<file path="src/rtl/keccak_sponge_ctrl.sv">
// SHAKE128/SHAKE256 sponge sequencer: absorbs 64-bit lanes, pads, drives Keccak-f and squeezes lanes.
// Optional SPONGE_STATE_CLR_EN adds a one-cycle CLEAR state that pulses state_clr_o after start.
`timescale 1ns/1ps
module keccak_sponge_ctrl #(
  parameter int RATE128 = 21,
  parameter int RATE256 = 17
) (
  input  logic        clk,
  input  logic        reset,
  input  logic        start_i,
  input  logic        mode_i,
  input  logic [15:0] out_lanes_i,
  input  logic        in_valid_i,
  output logic        in_ready_o,
  input  logic [63:0] in_data_i,
  input  logic        in_last_i,
  output logic [4:0]  lane_idx_o,
  output logic        lane_xor_en_o,
  output logic [63:0] lane_xor_data_o,
  output logic        state_clr_o,
  output logic        perm_start_o,
  input  logic        perm_done_i,
  input  logic [63:0] state_rd_data_i,
  output logic        out_valid_o,
  input  logic        out_ready_i,
  output logic [63:0] out_data_o,
  output logic        busy_o,
  output logic        done_o,
  output logic [2:0]  state_o
);

  // Both lane streams are valid/ready: a lane moves on a rising edge where valid and ready are both high;
  // the producer holds valid and data steady until that edge.

  typedef enum logic [2:0] {
    S_IDLE    = 3'd0,
`ifdef SPONGE_STATE_CLR_EN
    S_CLEAR   = 3'd1,
`endif
    S_ABSORB  = 3'd2,
    S_PAD     = 3'd3,
    S_PERM    = 3'd4,
    S_SQUEEZE = 3'd5
  } state_t;

  localparam logic [4:0] R128 = 5'(RATE128);
  localparam logic [4:0] R256 = 5'(RATE256);
  localparam logic [63:0] PAD_LO   = 64'h0000_0000_0000_001F;
  localparam logic [63:0] PAD_HI   = 64'h8000_0000_0000_0000;
  localparam logic [63:0] PAD_BOTH = 64'h8000_0000_0000_001F;

  state_t      state_q, state_d;
  state_t      ret_q, ret_d;
  logic [4:0]  cnt_q, cnt_d;
  logic [15:0] rem_q, rem_d;
  logic        mode_q, mode_d;
  logic        pad_hi_q, pad_hi_d;
  logic        perm_start_q, perm_start_d;
  logic        done_q, done_d;

  logic [4:0]  rate;
  logic [4:0]  cnt_inc;
  logic        out_valid;

  assign rate    = mode_q ? R256 : R128;
  assign cnt_inc = 5'(cnt_q + 5'd1);

  always_ff @(posedge clk or negedge reset) begin
    if (!reset) begin
      state_q      <= S_IDLE;
      ret_q        <= S_ABSORB;
      cnt_q        <= '0;
      rem_q        <= '0;
      mode_q       <= 1'b0;
      pad_hi_q     <= 1'b0;
      perm_start_q <= 1'b0;
      done_q       <= 1'b0;
    end else begin
      state_q      <= state_d;
      ret_q        <= ret_d;
      cnt_q        <= cnt_d;
      rem_q        <= rem_d;
      mode_q       <= mode_d;
      pad_hi_q     <= pad_hi_d;
      perm_start_q <= perm_start_d;
      done_q       <= done_d;
    end
  end

  always_comb begin
    state_d         = state_q;
    ret_d           = ret_q;
    cnt_d           = cnt_q;
    rem_d           = rem_q;
    mode_d          = mode_q;
    pad_hi_d        = pad_hi_q;
    done_d          = 1'b0;
    in_ready_o      = 1'b0;
    lane_idx_o      = '0;
    lane_xor_en_o   = 1'b0;
    lane_xor_data_o = '0;
    state_clr_o     = 1'b0;
    out_valid       = 1'b0;
    case (state_q)
      S_IDLE: begin
        if (start_i) begin
          mode_d   = mode_i;
          rem_d    = (out_lanes_i == 16'd0) ? 16'd1 : out_lanes_i;
          cnt_d    = '0;
          pad_hi_d = 1'b0;
`ifdef SPONGE_STATE_CLR_EN
          state_d  = S_CLEAR;
`else
          state_d  = S_ABSORB;
`endif
        end
      end
`ifdef SPONGE_STATE_CLR_EN
      S_CLEAR: begin
        state_clr_o = 1'b1;
        state_d     = S_ABSORB;
      end
`endif
      S_ABSORB: begin
        in_ready_o = 1'b1;
        lane_idx_o = cnt_q;
        if (in_valid_i) begin
          lane_xor_en_o   = 1'b1;
          lane_xor_data_o = in_data_i;
          // A full block forces a permutation first; a last lane then pads from lane 0.
          if (cnt_inc == rate) begin
            cnt_d   = '0;
            state_d = S_PERM;
            ret_d   = in_last_i ? S_PAD : S_ABSORB;
          end else begin
            cnt_d = cnt_inc;
            if (in_last_i) state_d = S_PAD;
          end
        end
      end
      S_PAD: begin
        lane_xor_en_o = 1'b1;
        if (pad_hi_q || (cnt_q == 5'(rate - 5'd1))) begin
          lane_idx_o      = 5'(rate - 5'd1);
          lane_xor_data_o = pad_hi_q ? PAD_HI : PAD_BOTH;
          pad_hi_d        = 1'b0;
          cnt_d           = '0;
          ret_d           = S_SQUEEZE;
          state_d         = S_PERM;
        end else begin
          lane_idx_o      = cnt_q;
          lane_xor_data_o = PAD_LO;
          pad_hi_d        = 1'b1;
        end
      end
      S_PERM: begin
        if (perm_done_i) state_d = ret_q;
      end
      S_SQUEEZE: begin
        out_valid  = 1'b1;
        lane_idx_o = cnt_q;
        if (out_ready_i) begin
          rem_d = 16'(rem_q - 16'd1);
          if (rem_q == 16'd1) begin
            done_d  = 1'b1;
            cnt_d   = '0;
            state_d = S_IDLE;
          end else if (cnt_inc == rate) begin
            cnt_d   = '0;
            ret_d   = S_SQUEEZE;
            state_d = S_PERM;
          end else begin
            cnt_d = cnt_inc;
          end
        end
      end
      default: state_d = S_IDLE;
    endcase
    perm_start_d = (state_d == S_PERM) && (state_q != S_PERM);
  end

  assign perm_start_o = perm_start_q;
  assign done_o       = done_q;
  assign out_valid_o  = out_valid;
  assign out_data_o   = out_valid ? state_rd_data_i : 64'd0;
  assign busy_o       = (state_q != S_IDLE);
  assign state_o      = state_q;

endmodule
</file>
<file path="config.mk">
export PLATFORM = sky130hd
export DESIGN_NAME = keccak_sponge_ctrl
export DESIGN_NICKNAME = d
export VERILOG_FILES = /design/src/rtl/keccak_sponge_ctrl.sv
export SDC_FILE = /design/constraint.sdc
export NUM_CORES = 1
export LEC_CHECK = 0
export ABC_AREA = 1
export CAP_MARGIN = 20
export CORE_AREA = 2 2 114 116
export DETAILED_ROUTE_END_ITERATION = 10
export DIE_AREA = 0 0 116 118
export PLACE_DENSITY = 0.7
export REMOVE_ABC_BUFFERS = 1
export SLEW_MARGIN = 20
export SYNTH_ARGS = -nofsm -noshare
export SYNTH_HDL_FRONTEND = slang
export SYNTH_SLANG_ARGS = --single-unit
</file>
<file path="constraint.sdc">
create_clock -name clk -period 1.8 [get_ports clk]
set_input_delay 0.36 -clock clk [delete_from_list [all_inputs] [get_ports clk]]
set_output_delay 0.36 -clock clk [all_outputs]
set_load 0.05 [all_outputs]
</file>
======== After elaboration in Yosys (flattened, before gate mapping) ========
Cells that the tools add are included.
word-level totals
  flip-flop bits (word level) ............. 31
  latch bits .............................. 0
  RAM bits ................................ 0
  ROM bits ................................ 0
  input port bits ......................... 152
  output and inout port bits .............. 143
  memories kept ........................... 0
operators by class
  add/sub/neg operators ................... 3
  multipliers ............................. 0
  divide/modulo/power cells ............... 0
  order comparisons ....................... 0
  equal/unequal tests ..................... 16
  shift operators ......................... 0
  multiplexer cells ....................... 47
  bitwise logic cells ..................... 0
  reductions and logical operators ........ 15
operators by type and width
  cell                                                                     number
  64-bit two-way mux                                                       3
  64-bit case mux with 2 select lines                                      1
  16-bit two-way mux                                                       3
  3-bit two-way mux                                                        16
  5-bit two-way mux                                                        8
  16-bit case mux with 2 select lines                                      1
  5-bit case mux with 4 select lines                                       1
  16-bit by 1-bit equality test with 1-bit output (second input constant)  1
  16-bit zero test                                                         1
  16-bit by 1-bit subtractor with 16-bit output (second input constant)    1
  3-bit case mux with 5 select lines                                       1
  2-bit != test (second input constant)                                    7
  5-bit equality test                                                      2
  5-bit case mux with 2 select lines                                       1
  3-bit equality test (second input constant)                              3
  1-bit two-way mux                                                        9
  3-bit case mux with 3 select lines                                       1
  7-bit AND reduction                                                      1
  3-bit by 2-bit equality test with 1-bit output (second input constant)   2
  3-bit nonzero test                                                       2
  5-bit by 1-bit adder with 5-bit output (second input constant)           1
  5-bit AND reduction                                                      1
  5-bit by 1-bit subtractor with 5-bit output (second input constant)      1
  1-bit case mux with 2 select lines                                       2
  9 further kinds                                                          11

======== Longest topological paths before layout ========
Gate-level depths: netlist of run 1.
  depth after elaboration ................. 8
  mapped depth ............................ 11

======== Least setup slack after synthesis of run 1 ========
No wires, ideal clock.
  kind .................................... register to output
  from .................................... register state_q[1], in the netlist state_o[1]
  to ...................................... output port lane_xor_data_o[34]
  arrival time ............................ 2.383 ns
  setup slack ............................. -0.943 ns
  cell stages (with the launch flop) ...... 7
  buffers on the path ..................... 2
  cell sequence ........................... dfrtp_1 -> nand2_2 -> nor2_4 -> inv_2 -> buf_2 -> buf_2 -> nor2_1
between the ends
  word-level cells in the longest chain between the ends .. 2
  elaborated cells between the ends (all ways) .. 3
ends and longest elaborated chain
  what                                            line  source
  start, declared                                 52    state_t state_q, state_d;
  start signal, assigned                          79    state_q <= state_d;
  3-bit by 2-bit equality test with 1-bit output  104   case (state_q)
  64-bit case mux with 2 select lines *           104
  end, declared                                   19    output logic [63:0] lane_xor_data_o,
Every way passes the cells marked *; elsewhere a longest branch is shown, timed or not.

======== Worst setup path in the final report of run 1 ========
  from .................................... register cnt_q[0]
  to ...................................... output port lane_idx_o[3]
between the ends
  word-level cells in the longest chain between the ends .. 4
ends and longest elaborated chain
  what                                line  source
  start, declared                     54    logic [4:0] cnt_q, cnt_d;
  start signal, assigned              81    cnt_q <= cnt_d;
  5-bit equality test                 143   if (pad_hi_q || (cnt_q == 5'(rate - 5'd1))) begin
  1-bit logical OR                    143
  5-bit two-way mux                   143
  5-bit case mux with 2 select lines  104
  end, declared                       17    output logic [4:0] lane_idx_o,
Every way passes these cells.

==> results.txt, run 1 <==
The worst setup path is captured at a primary output. STA classifies the critical path startpoint as a flip-flop. The final critical delay including setup and external delays came out at ~2.2 ns. The min-delay analysis places its worst path in the category reg -> reg. The critical path buffer and inverter count came out at 3.

The initial core utilization came out at 0.2618. The multi-input combinational cells in the finished layout cover a total of 3059 um^2. The cell area that synthesis handed to floorplanning was about 3300 um^2. The arrival time at the worst endpoint is 1.88 ns. The sequential standard cell area is 779.5 um^2.

The clock-pin slew on the worst setup and hold paths came out at around 0.060 ns. The sequential fraction of the synthesis area is 0.2390. The fraction of met2 tracks used by global routing came out at 0.5234. TritonCTS built the clock tree. The clock skew came out at 0.003563 ns. Routability-driven placement finished with a final weighted congestion of around 0.9. The HPWL after detailed placement came out at 14.83 mm. The fraction of final layout cells sized beyond drive strength 1 came out at 0.4414. The site row count is between 40 and 50. Of all flip-flops after synthesis, the portion carrying an async set or reset was 1.000. The met1 track demand over resource in global routing is 0.3328. The number of buffers added on ports came out at 293. The remaining number of nets flagged by the antenna check after routing is 0.

The library cells used most frequently in the layout, excluding fill and tap cells, are 152 x buf_12, 150 x clkdlybuf4s50_1, 131 x nand2_1. The number of buffers created by CTS is 5. For this run, design rule violations remaining after detail routing come to 0.

The worst IR drop on VDD came out at between 0.0005 and 0.0006 V. The post-layout worst setup margin is -0.4438 ns. The overall die area is 13690 um^2.

The number of distinct library cell variants in the gate-level netlist after synthesis is 39. By area the synthesized netlist is led by dfrtp_1 23%, nor2_1 19%, nand2_1 17%. The number of global-route vias before repair came out at 5633. The placeable core region is 12410 um^2. The leakage dissipation came out at 4.283 nW. Leaving out fill and tap cells, the most frequent cell in the layout is buf_12. The per-instance average area after synthesis came out at 5.409 um^2. The number of failing setup endpoints in the final timing report is 139. The met3 track demand over resource in global routing is 0.1169. The max-capacitance violation count is 0.

The worst setup path is of the reg -> out kind. The maximum clock frequency is 445.7 MHz. The flow ran to the end, but the final reports show violations. The number of antenna violations at the first check in global routing is 0.

The final reports fail on negative setup slack. The average via count per standard cell is 4.974. The total number of vias is approximately 5.6k. The cell with the biggest individual delay on the critical path is dfrtp_1. The count of endpoints failing hold in the final timing report is 0.

The first detailed-routing pass took 6 iterations. The global routing stage identified its most utilized layer as met2. The final layout contains 1112 nets.

The clock latency on the worst-skew pair came out at 0.28 ns. The signal on the critical path passes through inv_2 -> ha_4 -> nand2_2 -> nor2_2 -> nand2_2 -> a211oi_2 -> buf_4 -> nor2_2 -> buf_12. dfrtp_1 takes more of the synthesized area than any other cell.

The data required time of the critical path is 1.44 ns. Entering global routing, the biggest net connects 54 pins. Among cell families on the critical path, the largest total delay comes from buffers and inverters. The synthesized design contains 0 enable-type register cells.

The H-tree depth is 2. The number of slew-limit violations in the final report is 0. Setup repair after global routing could not meet its margin everywhere.

The overall routed net length is 24.16 mm. The largest fanout on the critical path came out at 3. The number of antenna diodes in the final layout is 0.

The floorplan step set the die width to approximately 120 um. The count of routing violations after the opening detailed-route iteration came out at 489. For this run the aggregate overflow at the end of global routing stands at 0. The count of boundary I/O pins came out at 295. The area overhead of the layout relative to synthesis came out at 207.5%. The total power draw is 11.46 mW. The biggest cell delay along the critical path came out at ~0.4 ns.

The TritonCTS sink count came out at 31. The clock tree root driver cell is clkbuf_16. The fill cell total of the finished layout is 698.

The share of synthesized area in the top cell type comes to 0.2309. The buffer levels on the longest clock path came out at 2. The wire length of the first global-routing pass came out at between 30 and 40 mm. The chip height is 118 um. Among all flip-flop cells after synthesis, the most frequent one is dfrtp_1. The total negative slack is -27.45 ns.

The total of warnings raised by yosys came out at 0. The number of hold buffers added after CTS was 0. The total power density per cell area is 1146 nW/um^2. In the finished design, the share of the clock period the worst path needs comes to 1.247. The cell count after synthesis came out at 601. The global-route usage over all layers is 0.3031.

The average detailed-routed wire length per instance is 21.42 um. The flip-flop and latch count after synthesis is 31.
[report_power, final]
part / switching (mW) / internal, mW
logic: 5.26 / 4.04
clock network: 0.317 / 0.548
registers: 0.297 / 0.998
total: 5.87 / 5.59
[sequential cells by signal, summed over array words and instances (netlist names)]
signal        cells
rem_q            16
cnt_q             5
pad_hi_q          1
state_o           3
mode_q            1
perm_start_o      1
done_o            1
ret_q             3
[cell usage after synthesis, drive strengths merged (3+ instances only)]
cell type and number:
nor2 169, nand2 157, inv 109, dfrtp 30, nand3 30, o21ai 29
buf 18, a21oi 12, clkbuf 11, nand4 6, ha 5, nor3 4
nor4 3, o211ai 3
[repair_timing]
action / CTS / global route
endpoints found under the hold margin: 0 / 0
cloned: 8 / 4
buffers inserted: 24 / 18
resized for setup: 327 / 49
pin swaps: 16 / 32
setup endpoints to repair: 137 / 163
[path summary, 6_finish.rpt]
path	from	end	slack, ns	cells past startpoint
setup / recovery	cnt_q[0]	lane_idx_o[3]	-0.44	9
hold / removal	ret_q[1]	ret_q[1]	0.47	2
setup reg to reg	cnt_q[0]	state_o[1]	-0.18	12
hold reg to reg	ret_q[1]	ret_q[1]	0.47	2
max in group asynchronous	reset	ret_q[1]	0.98	2
min in group asynchronous	reset	rem_q[12]	0.48	2
[cell type report]
type	instances	area share
Multi-Input combinational cell	433	0.3060
Clock buffer	7	0.01427
Timing Repair inverter	1	0.001126
Sequential cell	31	0.07797
Clock inverter	1	0.0005006
Tap cell	172	0.02153
Timing Repair Buffer	374	0.5357
Inverter	109	0.04293
[through the flow]
stage	util	std cells	hold slack, ns	worst slack [ns]	cell area (um^2)
3_3_place_gp	0.6381	1073	0.4504	-0.02722	7921
4_1_cts	0.7770	1111	0.4700	-0.2912	9646
5_1_grt	0.8053	1128	0.4850	-0.4962	9997
6_report	0.8053	1128	0.4697	-0.4438	9997
3_5_place_dp	0.6381	1073	0.4597	-0.06871	7921
2_1_floorplan	-	572	0.06441	-1.533	3099
[worst reg2reg max path: cells and delay by family (launching register included)]
kind	cells	cell delay [ns]
adder cells (fa/ha/maj)	1	0.18
AND/OR/NAND/NOR	5	0.51
AO/OA/AOI/OAI	1	0.15
buffers and inverters	5	0.59
flip-flops	1	0.40
[kinds of logic (layout without fill, tap and decap cells)]
group,Yosys count,in the layout,synth area share
compound gates,52,52,0.09199
xor+xnor,1,1,0.002695
fa+ha+maj,5,5,0.01925
buf+inv,138,492,0.1724
flops,31,31,0.2390
other cells,1,1,0.001154
simple gates,373,374,0.4734
[layer usage]
layer  part of all wire  vias to the layer above
met3               0.11                       94
met1               0.35                     2629
li1                   -                     2505
met5                  0                        -
met2               0.49                      383
met4              0.044                        0
Note: power is estimated with default switching activity, not from simulation.
==> run 2: changes to the inputs <==
Settings changed: SKIP_CTS_REPAIR_TIMING from default to 1, SLEW_MARGIN 20 to 0.
Clock period 1.8 ns to 2.2 ns, I/O delays scaled along.
==> results.txt, run 2 (same netlist as run 1, synthesis figures left out) <==
The placeable core region came out at 12410 um^2 (unchanged). The clock latency on the worst-skew pair is 0.28 ns (about the same). The overall routed net length came out at 17.95 mm (was 24.16 mm). The share of the clock period used by the worst path is 1.024. The kind of start point of the critical path is a flip-flop (unchanged). The fraction of power spent switching nets is 0.5229 (was 0.5123). The combinational cell fraction of total power is 0.774 (was 0.812). The count of boundary I/O pins was 295 (unchanged). The chip height came out at 118 um (unchanged). The overall die area is 13690 um^2 (unchanged). The number of buffers added on ports came out at 293 (unchanged).

The total non-filler cell area in the finished layout was 8452 um^2 (was 9997 um^2). The last weighted congestion value of the routability-driven placer is 0.8951 (was 0.9126). The clock skew is 0.007376 ns (was 0.003563 ns). The width of the die came out at 116 um (unchanged).

The cell-internal power is 3.703 mW (was 5.590 mW). The number of failing setup endpoints in the final timing report is 4 (was 139). Critical path cell sequence: inv_2 -> ha_4 -> nand2_2 -> nor2_2 -> nand2_2 -> a211oi_4 -> o22ai_2 -> buf_12 (was inv_2 -> ha_4 -> nand2_2 -> nor2_2 -> nand2_2 -> a211oi_2 -> buf_4 -> nor2_2 -> buf_12). The biggest cell delay along the critical path is 0.40 ns (about the same). The clock-pin slew on the worst setup and hold paths is 0.06 ns (about the same). The final critical delay including setup and external delays came out at 2.253 ns.

The cell with the biggest individual delay on the critical path is dfrtp_1 (unchanged). The final layout net count came out at 1048 (was 1112). Status: finished with violations (unchanged). The buffer levels on the longest clock path came out at 2 (unchanged). The clock group share of total power came out at 0.091 (was 0.076). Unrepaired setup endpoints after global routing: true (unchanged). The count of unresolved DRC violations after routing is 0 (unchanged).

The classification of the worst setup path is reg -> out (unchanged). Most frequent cells in the layout: 154 x clkdlybuf4s50_1, 147 x nand2_1, 138 x buf_12 (was 152 x buf_12, 150 x clkdlybuf4s50_1, 131 x nand2_1). The average via count per standard cell came out at 4.561 (was 4.974).

The average detailed-routed wire length per instance is 16.82 um (was 21.42 um). The H-tree depth is 2 (unchanged). The leading cell type in the layout, fill and taps excluded was clkdlybuf4s50_1 (was buf_12).

The pin count of the biggest net entering global routing came out at 59 (was 54). The post-layout utilization of the core came to 0.6808 (was 0.8053). The remaining number of nets flagged by the antenna check after routing is 0 (unchanged). The most flop-heavy register is rem_q (unchanged). The area overhead of the layout relative to synthesis is 160.0% (was 207.5%). The data required time of the critical path is 1.76 ns (was 1.44 ns). The maximum clock frequency is 443.8 MHz.

Largest registers in the final layout: rem_q: 16 flops, cnt_q: 5 flops (unchanged). The number of buffers created by CTS came out at 5 (unchanged). The TritonCTS sink count came to 31 (unchanged).

The number of global-route vias before repair is 4494 (was 5633). The largest fanout on the critical path is 4 (was 3). The total grt overflow is 0 (unchanged). The number of flip-flops under the largest register name came out at 16 (unchanged).

The post-layout worst setup margin is -0.05310 ns (was -0.4438 ns). The arrival time at the worst endpoint came out at 1.81 ns (was 1.88 ns). Failing checks: negative setup slack (unchanged). The placed cell area came out at 7719 um^2 (was 7921 um^2). The number of antenna violations at the first check in global routing came to 8 (was 0). The number of slew-limit violations in the final report is 0 (unchanged). The total number of vias was 4867 (was 5611). The critical path buffer and inverter count came to 2 (was 3). The worst IR drop on VDD is 0.0005910 V (was 0.0005076 V). The first-pass iteration count of the detailed router is 5 (was 6). The initial core utilization came to 0.2618 (unchanged).

The type of the tightest min-delay check was reg -> reg (unchanged). The fill cell total of the finished layout is 1014 (was 698). The count of routing violations after the opening detailed-route iteration came out at 235 (was 489). The cell family with the largest share of critical-path delay is compound AO/OA/AOI/OAI gates (was buffers and inverters).

The total power draw is 7.761 mW (was 11.46 mW). The max-capacitance violation count was 0 (unchanged). By instance count, the cell type seen most on the critical path is nand2_2. Headroom to the max-slew limit came out at 0.6304. The clock tree from TritonCTS is built (unchanged). The global-route usage over all layers is 0.2385 (was 0.3031).

The clock tree root driver cell is clkbuf_16 (unchanged). For the pin with the worst max-slew slack, the measured transition is 0.5527 ns. The total power density per cell area came out at 918.3 nW/um^2 (was 1146 nW/um^2). The site row count is 41 (unchanged).

The switching power came out at 4.058 mW (was 5.872 mW). The HPWL after detailed placement came out at 14.42 mm (was 14.83 mm). The fraction of final layout cells sized beyond drive strength 1 is 0.2904 (was 0.4414). The wire length of the first global-routing pass came to 24.93 mm (was 31.82 mm). The count of endpoints failing hold in the final timing report came out at 0 (unchanged).

The leakage dissipation is 3.777 nW (was 4.283 nW). The share of power burned in registers is 0.136 (was 0.113). The sort of element at the end of the critical path is a primary output (unchanged).
## run 2: per-layer routing
layer / track usage / vias to the layer above / part of all wire
met3: 0.1318 / 41 / 0.14
met5: 0 / - / 0.0026
li1: - / 2375 / -
met2: 0.4112 / 262 / 0.49
met1: 0.2534 / 2181 / 0.35
met4: 0.05134 / 8 / 0.024
## run 2: worst paths after layout
path / startpoint / cells after the start / end / slack (ns)
max: cnt_q[1] / 8 / lane_idx_o[2] / -0.05
min reg2reg: ret_q[1] / 2 / ret_q[1] / 0.47
min: ret_q[1] / 2 / ret_q[1] / 0.47
max reg2reg: cnt_q[0] / 12 / ret_q[2] / 0.22
min in group asynchronous: reset / 2 / rem_q[13] / 0.56
max in group asynchronous: reset / 2 / ret_q[1] / 1.31
## run 2: power by group through the flow
| stage | Combinational, mW | Sequential, mW | Clock [mW] |
|---|---|---|---|
| global placement | 5.03 | 1.04 | 0 |
| detailed placement | 5.09 | 1.05 | 0 |
| global route | 6.31 | 1.09 | 0.743 |
| finish | 6.00 | 1.05 | 0.703 |
| CTS | 5.10 | 1.04 | 0.715 |
| floorplan | 2.60 | 1.10 | 0 |
## run 2: cell type report
| type | count | area (um^2) | area share |
|---|---|---|---|
| clock buffer | 7 | 142.6 | 0.01688 |
| timing repair buffer | 312 | 4514 | 0.5341 |
| inverter | 109 | 414.1 | 0.04900 |
| tap | 172 | 215.2 | 0.02546 |
| multi-input combinational | 432 | 2372 | 0.2807 |
| sequential | 31 | 780.7 | 0.09238 |
| clock inverter | 1 | 5.005 | 0.0005922 |
| antenna | 3 | 7.507 | 0.0008882 |
## run 2: tightest hold or removal path: stages (launching register included)
cell and delay, ns:
dfstp_2 0.37, nand2_1 0.05, nand2_1 0.04
## run 2: stage by stage
stage | hold WS [ns] | TNS [ns] | setup slack [ns] | instances
after CTS | 0.4698 | -0.4566 | -0.1561 | 1056
after detailed placement | 0.4626 | 0 | 0.1528 | 1048
final | 0.4676 | -0.1775 | -0.05310 | 1067
after global placement | 0.4566 | 0 | 0.1752 | 1048
after floorplan | 0.1444 | -94.92 | -1.213 | 572
after global routing | 0.5030 | -1.558 | -0.1450 | 1065
